`src/rtl/multi_value_pixel_renderer_if.sv`:
```
// Bundles the value-capture handshake and the pixel request/response bus
// shared between the value producers, the scan controller and the renderer.
interface multi_value_pixel_renderer_if #(
  parameter int NUM_CH   = 2,
  parameter int VALUE_W  = 10,
  parameter int ROW_BITS = 5,
  parameter int COL_BITS = 6
);
  logic [NUM_CH*VALUE_W-1:0]    values;
  logic                         values_valid;
  logic                         values_ready;
  logic                         frame_start;
  logic [ROW_BITS+COL_BITS-1:0] pixel_addr;
  logic                         pixel_req;
  logic [23:0]                  pixel_data;
  logic                         pixel_valid;
  logic [NUM_CH-1:0]            overflow;

  modport master (
    output values, values_valid, frame_start, pixel_addr, pixel_req,
    input  values_ready, pixel_data, pixel_valid, overflow
  );

  modport slave (
    input  values, values_valid, frame_start, pixel_addr, pixel_req,
    output values_ready, pixel_data, pixel_valid, overflow
  );
endinterface

```
`src/rtl/multi_value_pixel_renderer.sv`:
```
// Numeric overlay pixel source: double-dabble conversion into a shadow bank,
// swapped into the active bank at frame start, rendered via a 2-stage pipeline.
//   state   | meaning
//   IDLE    | ready for a capture
//   LOAD    | saturate value[ch], seed shift register, clear BCD
//   SHIFT   | VALUE_W add-3/shift steps
//   STORE   | write blanked digits and sat flag to shadow[ch]
module multi_value_pixel_renderer #(
  parameter int NUM_CH      = 2,
  parameter int DIGITS      = 3,
  parameter int VALUE_W     = 10,
  parameter int ROW_BITS    = 5,
  parameter int COL_BITS    = 6,
  parameter int ROW0        = 12,
  parameter int COL0        = 4,
  parameter int CH_PITCH    = 32,
  parameter int DIGIT_PITCH = 6,
  parameter logic [NUM_CH*24-1:0] CH_COLORS = {24'h0000FF, 24'hFF0000},
  parameter logic [23:0] BG_COLOR = 24'h000000
) (
  input  logic clk,
  input  logic rst,
  multi_value_pixel_renderer_if.slave bus
);
  localparam int CH_W  = (NUM_CH > 1) ? $clog2(NUM_CH) : 1;
  localparam int CNT_W = $clog2(VALUE_W + 1);
  localparam int unsigned MAX_VAL = 10**DIGITS - 1;
  localparam logic [3:0] BLANK = 4'd15;

  typedef enum logic [1:0] {S_IDLE, S_LOAD, S_SHIFT, S_STORE} state_e;

  state_e               state_q, state_d;
  logic [CH_W-1:0]      ch_q, ch_d;
  logic [CNT_W-1:0]     cnt_q, cnt_d;
  logic [VALUE_W-1:0]   val_q [NUM_CH];
  logic [VALUE_W-1:0]   val_d [NUM_CH];
  logic [VALUE_W-1:0]   sh_q, sh_d;
  logic [DIGITS*4-1:0]  bcd_q, bcd_d;
  logic                 sat_q, sat_d;
  logic                 pending_q, pending_d;
  logic [3:0]           shadow_q [NUM_CH][DIGITS];
  logic [3:0]           shadow_d [NUM_CH][DIGITS];
  logic [3:0]           active_q [NUM_CH][DIGITS];
  logic [3:0]           active_d [NUM_CH][DIGITS];
  logic [NUM_CH-1:0]    shadow_sat_q, shadow_sat_d;
  logic [NUM_CH-1:0]    active_sat_q, active_sat_d;

  logic [VALUE_W-1:0]   cur_val;
  logic [DIGITS*4-1:0]  bcd_adj;
  logic [3:0]           dig_blk [DIGITS];
  logic                 lead;
  logic                 last_store;
  logic                 swap;

  always_comb begin
    state_d      = state_q;
    ch_d         = ch_q;
    cnt_d        = cnt_q;
    val_d        = val_q;
    sh_d         = sh_q;
    bcd_d        = bcd_q;
    sat_d        = sat_q;
    pending_d    = pending_q;
    shadow_d     = shadow_q;
    active_d     = active_q;
    shadow_sat_d = shadow_sat_q;
    active_sat_d = active_sat_q;
    cur_val      = val_q[ch_q];
    bcd_adj      = bcd_q;
    lead         = 1'b1;

    for (int i = 0; i < DIGITS; i++) begin
      if (bcd_q[4*i +: 4] >= 4'd5) bcd_adj[4*i +: 4] = bcd_q[4*i +: 4] + 4'd3;
    end

    // Position 0 is the most significant digit; the last position is never blanked.
    for (int d = 0; d < DIGITS; d++) begin
      dig_blk[d] = bcd_q[4*(DIGITS-1-d) +: 4];
      if (lead && dig_blk[d] == 4'd0 && d != DIGITS-1) dig_blk[d] = BLANK;
      else lead = 1'b0;
    end

    last_store = (state_q == S_STORE) && (ch_q == CH_W'(NUM_CH-1));
    swap       = bus.frame_start && pending_q && !last_store;

    case (state_q)
      S_IDLE: begin
        if (bus.values_valid) begin
          for (int c = 0; c < NUM_CH; c++) val_d[c] = bus.values[VALUE_W*c +: VALUE_W];
          ch_d    = '0;
          state_d = S_LOAD;
        end
      end
      S_LOAD: begin
        if (32'(cur_val) > MAX_VAL) begin
          sh_d  = VALUE_W'(MAX_VAL);
          sat_d = 1'b1;
        end else begin
          sh_d  = cur_val;
          sat_d = 1'b0;
        end
        bcd_d   = '0;
        cnt_d   = CNT_W'(VALUE_W - 1);
        state_d = S_SHIFT;
      end
      S_SHIFT: begin
        {bcd_d, sh_d} = {bcd_adj[DIGITS*4-2:0], sh_q, 1'b0};
        if (cnt_q == '0) state_d = S_STORE;
        else             cnt_d   = cnt_q - 1'b1;
      end
      S_STORE: begin
        for (int d = 0; d < DIGITS; d++) shadow_d[ch_q][d] = dig_blk[d];
        shadow_sat_d[ch_q] = sat_q;
        if (last_store) begin
          pending_d = 1'b1;
          state_d   = S_IDLE;
        end else begin
          ch_d    = ch_q + 1'b1;
          state_d = S_LOAD;
        end
      end
      default: state_d = S_IDLE;
    endcase

    if (swap) begin
      active_d     = shadow_q;
      active_sat_d = shadow_sat_q;
      pending_d    = 1'b0;
    end
  end

  logic [ROW_BITS-1:0] row;
  logic [COL_BITS-1:0] col;
  assign {row, col} = bus.pixel_addr;

  logic            valid1_q, valid1_d, hit1_q, hit1_d;
  logic [CH_W-1:0] ch1_q, ch1_d;
  logic [3:0]      code1_q, code1_d;
  logic [2:0]      x1_q, x1_d, y1_q, y1_d;
  logic            valid2_q;
  logic [23:0]     pix_q, pix_d;
  logic [4:0]      frow;
  logic            lit;
  int              box_col;

  // Descending scan so the lowest channel's box overrides any overlap.
  always_comb begin
    valid1_d = bus.pixel_req;
    hit1_d   = 1'b0;
    ch1_d    = '0;
    code1_d  = BLANK;
    x1_d     = '0;
    y1_d     = '0;
    box_col  = 0;
    for (int c = NUM_CH-1; c >= 0; c--) begin
      for (int d = DIGITS-1; d >= 0; d--) begin
        box_col = COL0 + c*CH_PITCH + d*DIGIT_PITCH;
        if (int'(col) >= box_col && int'(col) <= box_col + 4 &&
            int'(row) >= ROW0 && int'(row) <= ROW0 + 6) begin
          hit1_d  = 1'b1;
          ch1_d   = CH_W'(c);
          code1_d = active_q[c][d];
          x1_d    = 3'(int'(col) - box_col);
          y1_d    = 3'(int'(row) - ROW0);
        end
      end
    end
  end

  function automatic logic [4:0] font_row(input logic [3:0] code, input logic [2:0] y);
    logic [34:0] g;
    case (code)
      4'd0: g = {5'h0E, 5'h11, 5'h13, 5'h15, 5'h19, 5'h11, 5'h0E};
      4'd1: g = {5'h04, 5'h0C, 5'h04, 5'h04, 5'h04, 5'h04, 5'h0E};
      4'd2: g = {5'h0E, 5'h11, 5'h01, 5'h02, 5'h04, 5'h08, 5'h1F};
      4'd3: g = {5'h1F, 5'h02, 5'h04, 5'h02, 5'h01, 5'h11, 5'h0E};
      4'd4: g = {5'h02, 5'h06, 5'h0A, 5'h12, 5'h1F, 5'h02, 5'h02};
      4'd5: g = {5'h1F, 5'h10, 5'h1E, 5'h01, 5'h01, 5'h11, 5'h0E};
      4'd6: g = {5'h06, 5'h08, 5'h10, 5'h1E, 5'h11, 5'h11, 5'h0E};
      4'd7: g = {5'h1F, 5'h01, 5'h02, 5'h04, 5'h08, 5'h08, 5'h08};
      4'd8: g = {5'h0E, 5'h11, 5'h11, 5'h0E, 5'h11, 5'h11, 5'h0E};
      4'd9: g = {5'h0E, 5'h11, 5'h11, 5'h0F, 5'h01, 5'h02, 5'h0C};
      default: g = '0;
    endcase
    if (y > 3'd6) font_row = 5'h00;
    else          font_row = g[5*(6-int'(y)) +: 5];
  endfunction

  always_comb begin
    frow  = font_row(code1_q, y1_q);
    lit   = hit1_q && frow[3'd4 - x1_q];
    pix_d = lit ? CH_COLORS[24*ch1_q +: 24] : BG_COLOR;
  end

  always_ff @(posedge clk) begin
    if (rst) begin
      state_q      <= S_IDLE;
      ch_q         <= '0;
      cnt_q        <= '0;
      sh_q         <= '0;
      bcd_q        <= '0;
      sat_q        <= 1'b0;
      pending_q    <= 1'b0;
      shadow_sat_q <= '0;
      active_sat_q <= '0;
      for (int c = 0; c < NUM_CH; c++) begin
        val_q[c] <= '0;
        for (int d = 0; d < DIGITS; d++) begin
          shadow_q[c][d] <= BLANK;
          active_q[c][d] <= BLANK;
        end
      end
      valid1_q <= 1'b0;
      hit1_q   <= 1'b0;
      ch1_q    <= '0;
      code1_q  <= BLANK;
      x1_q     <= '0;
      y1_q     <= '0;
      valid2_q <= 1'b0;
      pix_q    <= '0;
    end else begin
      state_q      <= state_d;
      ch_q         <= ch_d;
      cnt_q        <= cnt_d;
      val_q        <= val_d;
      sh_q         <= sh_d;
      bcd_q        <= bcd_d;
      sat_q        <= sat_d;
      pending_q    <= pending_d;
      shadow_q     <= shadow_d;
      active_q     <= active_d;
      shadow_sat_q <= shadow_sat_d;
      active_sat_q <= active_sat_d;
      valid1_q     <= valid1_d;
      hit1_q       <= hit1_d;
      ch1_q        <= ch1_d;
      code1_q      <= code1_d;
      x1_q         <= x1_d;
      y1_q         <= y1_d;
      valid2_q     <= valid1_q;
      pix_q        <= pix_d;
    end
  end

  assign bus.values_ready = (state_q == S_IDLE);
  assign bus.pixel_data   = pix_q;
  assign bus.pixel_valid  = valid2_q;
  assign bus.overflow     = active_sat_q;
endmodule
```
`src/flat_wrapper.sv`:
```
// flat-port wrapper written by rule: the top's interface ports become plain ports
module multi_value_pixel_renderer_flat 
#(
  parameter int NUM_CH      = 2,
  parameter int DIGITS      = 3,
  parameter int VALUE_W     = 10,
  parameter int ROW_BITS    = 5,
  parameter int COL_BITS    = 6,
  parameter int ROW0        = 12,
  parameter int COL0        = 4,
  parameter int CH_PITCH    = 32,
  parameter int DIGIT_PITCH = 6,
  parameter logic [NUM_CH*24-1:0] CH_COLORS = {24'h0000FF, 24'hFF0000},
  parameter logic [23:0] BG_COLOR = 24'h000000
)
  (clk, rst, bus_values, bus_values_valid, bus_frame_start, bus_pixel_addr, bus_pixel_req, bus_values_ready, bus_pixel_data, bus_pixel_valid, bus_overflow);
  multi_value_pixel_renderer_if #(.NUM_CH(NUM_CH), .VALUE_W(VALUE_W), .ROW_BITS(ROW_BITS), .COL_BITS(COL_BITS)) bus_i ();
  input  logic clk;
  input  logic rst;
  input wire logic [$bits(bus_i.values)-1:0] bus_values;
  input wire logic [$bits(bus_i.values_valid)-1:0] bus_values_valid;
  input wire logic [$bits(bus_i.frame_start)-1:0] bus_frame_start;
  input wire logic [$bits(bus_i.pixel_addr)-1:0] bus_pixel_addr;
  input wire logic [$bits(bus_i.pixel_req)-1:0] bus_pixel_req;
  output wire logic [$bits(bus_i.values_ready)-1:0] bus_values_ready;
  output wire logic [$bits(bus_i.pixel_data)-1:0] bus_pixel_data;
  output wire logic [$bits(bus_i.pixel_valid)-1:0] bus_pixel_valid;
  output wire logic [$bits(bus_i.overflow)-1:0] bus_overflow;
  assign bus_i.values = bus_values;
  assign bus_i.values_valid = bus_values_valid;
  assign bus_i.frame_start = bus_frame_start;
  assign bus_i.pixel_addr = bus_pixel_addr;
  assign bus_i.pixel_req = bus_pixel_req;
  assign bus_values_ready = bus_i.values_ready;
  assign bus_pixel_data = bus_i.pixel_data;
  assign bus_pixel_valid = bus_i.pixel_valid;
  assign bus_overflow = bus_i.overflow;
  multi_value_pixel_renderer #(.NUM_CH(NUM_CH), .DIGITS(DIGITS), .VALUE_W(VALUE_W), .ROW_BITS(ROW_BITS), .COL_BITS(COL_BITS), .ROW0(ROW0), .COL0(COL0), .CH_PITCH(CH_PITCH), .DIGIT_PITCH(DIGIT_PITCH), .CH_COLORS(CH_COLORS), .BG_COLOR(BG_COLOR)) u_core (.clk(clk), .rst(rst), .bus(bus_i));
endmodule
```
`config.mk`:
```
export PLATFORM = sky130hd
export DESIGN_NAME = multi_value_pixel_renderer_flat
export DESIGN_NICKNAME = d
export VERILOG_FILES = /design/src/rtl/multi_value_pixel_renderer_if.sv /design/src/rtl/multi_value_pixel_renderer.sv /design/src/flat_wrapper.sv
export SDC_FILE = /design/constraint.sdc
export NUM_CORES = 1
export LEC_CHECK = 0
export ABC_AREA = 1
export ABC_CLOCK_PERIOD_IN_PS = 9100
export CORE_ASPECT_RATIO = 1.25
export CORE_MARGIN = 2
export CORE_UTILIZATION = 50
export CTS_CLUSTER_SIZE = 40
export DETAILED_ROUTE_END_ITERATION = 7
export PLACE_DENSITY = 0.73
export SLEW_MARGIN = 15
export SYNTH_ARGS = -nofsm -noshare
export SYNTH_HDL_FRONTEND = slang
export SYNTH_SLANG_ARGS = --single-unit
```
`constraint.sdc`:
```
create_clock -name clk -period 9.1 [get_ports clk]
set_input_delay 1.82 -clock clk [delete_from_list [all_inputs] [get_ports clk]]
set_output_delay 1.82 -clock clk [all_outputs]
set_load 0.03 [all_outputs]
```
==> run_results.csv <==
group,metric,value,unit
run_status,outcome,"finished clean",
worst_setup_path,crit_fanout,45,
grt,grt_antenna_before_repair,0,
final_layout,diodes,0,
routing,wl_met2,9670,um
timing,worstMarginPinSlew,865,ps
final_layout,instances_no_fill,1431,
synthesis,ys_types,49,
routing,top_layer_used,"met4",
timing,max_freq,170,MHz
routing,ant_nets,0,
worst_setup_path,critical_path.endpoint_type,"flop",
worst_setup_path,startpoint,"u_core.y1_q[0]",
clock_network,cts_tree,"built",
final_layout,fin_util,0.582,
floorplan,die_height,145,um
placed_design,io_buffers,55,
routing,drtPass1Iterations,5,
clock_network,htreeDepth,4,
timing,hold_viol_final,0,
floorplan,pin_count,64,
timing,setup_viol,0,
worst_setup_path,crit_path_end,"u_core.bus.pixel_data[22]",
clock_network,cts-root-buf,"clkbuf_16",
clock_network,cts_made_buffers,17,
grt,grt_pass1_vias,6938,
placed_design,dp.cells,1399,
routing,wl_met1,8500,um
flow_run,maxCapViolCount,0,
grt,grt_usage,0.242,
synthesis,synth_area_leaders,"dfxtp_1, nand2_1, nand3_1",
synthesis,syn-cell-area,0.00799,sq mm
final_layout,layout.area.seq,0.00292,sq mm
floorplan,dieArea,0.0170,sq mm
routing,via_per_inst,5.38,
worst_setup_path,worst_path_most_repeated_cell,"nand2_1",
placed_design,dp_hpwl,14700,um
clock_network,clockBufferDepth,2,
worst_setup_path,critPathRequiredTime,9420,ps
grt,grt_pass1_wl,33100,um
timing,fin_skew,10.4,ps
worst_setup_path,start_kind,"flop",
clock_network,cts_setup_buffers,0,
grt,grt.overflow.total,0,
worst_setup_path,reg2reg_from,"u_core.y1_q[0]",
grt,grt_max_degree,51,
clock_network,postCtsHoldBufs,0,
synthesis,ys_seq_elements,146,
worst_setup_path,critPathMaxStageDelay,880,ps
routing,drc,0,
worst_setup_path,cp_slowest_cell,"clkinv_1",
power,ir_drop,0.183,mV
final_layout,drive_above_1_share,0.0673,
clock_network,clkSinkCount,146,
timing,finalCritPeriodShare,0.647,
final_layout,fin_nets,1275,
final_layout,fill_cells,1492,
synthesis,synth_top_area_frac,0.366,
timing,setup_ws,3220,ps
floorplan,core,0.0156,sq mm
synthesis,avgSynthCellArea,6.73,sq um
placed_design,globalplace.congestion,0.972,
routing,wl_met3,1150,um
final_layout,area_growth_syn_to_layout,13.8,%
routing,first_iter_violations,585,
routing,wl,20100,um
floorplan,die_w,117,um
synthesis,yosysSeqAreaShare,0.366,
timing,timing.hold.ws,407,ps
worst_setup_path,rrSetupSlack,3220,ps
worst_setup_path,r2r-end,"u_core.bus.pixel_data[22]",
floorplan,initial_core_util,0.511,
synthesis,ys_warn_count,0,
hold_path,hold_class,"reg2reg",
power,powerDensity,218,mW/mm^2
timing,rsz0062_at_grt,"false",
worst_setup_path,cp.arrival,6210,ps
synthesis,yosysTopAreaCell,"dfxtp_1",
placed_design,pre_cts_slack,3380,ps
routing,vias,7701,
clock_network,clk_latency,430,ps
timing,tns,0,ps
clock_network,cts_resized,0,
timing,slew_headroom,0.421,
worst_setup_path,crit_type,"reg2reg",
final_layout,multi_input_area,0.00430,sq mm
routing,drt-wirelength-per-cell,14.0,um
clock_network,clk_pin_slew,60,ps
timing,fin_crit,5880,ps
synthesis,syn_inst,1188,
worst_setup_path,reg2regPathDepth,26,
power,p_leak,3.94,nW
timing,slew_violations,0,
floorplan,placement_rows,51,
## cell families (layout without fill, tap and decap cells)
| family | Yosys count | after routing | synth area share |
|---|---|---|---|
| other | 1 | 8 | 0.000469 |
| AO/OA/AOI/OAI | 228 | 228 | 0.162 |
| AND/OR/NAND/NOR | 597 | 597 | 0.318 |
| adder cells (fa/ha/maj) | 33 | 33 | 0.0526 |
| XOR/XNOR | 2 | 2 | 0.00219 |
| flip-flops | 146 | 146 | 0.366 |
| buffers and inverters | 181 | 205 | 0.0993 |
## worst max-delay path: cells and delay by family (launching register included)
| kind | cells | cell delay, ps |
|---|---|---|
| adders and majority gates | 5 | 2320 |
| buffers and inverters | 5 | 1540 |
| AOI/OAI and AO/OA | 3 | 410 |
| and+or+nand+nor | 13 | 1220 |
| DFF | 1 | 300 |
## through the flow
step / power [mW] / cell area (sq um)
final: 1.98 / 9090
after global routing: 2.10 / 9090
after CTS: 1.99 / 9090
after detailed placement: 1.29 / 8490
after global placement: 1.28 / 8490
after floorplan: 1.17 / 8020
## cell type report
type	instances	area share
Clock buffer	25	0.0556
Clock inverter	7	0.0107
Inverter	114	0.0470
Multi-Input combinational cell	868	0.473
Sequential cell	146	0.321
Tap cell	212	0.0292
Timing Repair Buffer	59	0.0633
## cell usage in the layout, fill, tap and decap left out, types with 3 or more instances in the layout
cell type | synthesis | layout
or2_2 | 5 | 5
nand4_1 | 8 | 8
clkdlybuf4s50_1 | 0 | 54
clkbuf_1 | 32 | 3
o221ai_1 | 4 | 4
nand2_2 | 8 | 8
o211ai_1 | 16 | 16
nand3_1 | 112 | 112
clkbuf_8 | 0 | 5
nor3_1 | 8 | 8
buf_4 | 22 | 4
o21ai_1 | 23 | 23
nand2_1 | 316 | 316
nand3_2 | 6 | 6
o21ai_0 | 78 | 78
o22ai_1 | 5 | 5
ha_1 | 32 | 32
nor2_1 | 124 | 124
clkinv_1 | 4 | 4
clkbuf_16 | 0 | 17
inv_2 | 16 | 17
clkinvlp_4 | 0 | 5
dfxtp_1 | 146 | 146
inv_1 | 94 | 93
conb_1 | 1 | 8
nor2_2 | 4 | 4
a21oi_1 | 72 | 72
a211oi_1 | 3 | 3
a31oi_1 | 10 | 10
## report_power, final
group | internal, mW | switching [mW]
Combinational | 0.172 | 0.350
Clock | 0.440 | 0.261
Sequential | 0.714 | 0.0464
## synthesized netlist by cell type (all sizes together)
library cell,n
nand2,326
dfxtp,146
nor2,129
nand3,118
inv,110
o21ai,102
a21oi,73
buf,35
clkbuf,32
ha,32
o211ai,17
a31oi,10
nand4,9
nor3,8
or2,6
o22ai,5
clkinv,4
o221ai,4
a211oi,3
a21boi,2
a221oi,2
a41oi,2
o2111ai,2
o31ai,2
a311oi,1
conb,1
fa,1
nand3b,1
o21a,1
o311ai,1
o41ai,1
xnor2,1
xor2,1
## metal layers
metal	global-route usage	vias to the layer above
met1	0.302	3451
met5	0	-
met2	0.392	277
met4	0.113	0
met3	0.0529	64
li1	-	3909
## worst min-delay path by stage
| stage | to | startpoint | slack, ps | cells past startpoint |
|---|---|---|---|---|
| 2_1_floorplan | u_core.bus.pixel_valid | u_core.valid1_q | 390 | 2 |
| 3_3_place_gp | u_core.bus.pixel_valid | u_core.valid1_q | 400 | 2 |
| 3_5_place_dp | u_core.bus.pixel_valid | u_core.valid1_q | 400 | 2 |
| 4_1_cts | u_core.bus.pixel_valid | u_core.valid1_q | 410 | 2 |
| 5_1_grt | u_core.bus.pixel_data[22] | u_core.ch1_q | 430 | 1 |
| 6_report | u_core.bus.pixel_valid | u_core.valid1_q | 410 | 2 |
Power figures use the tool's default switching activity.
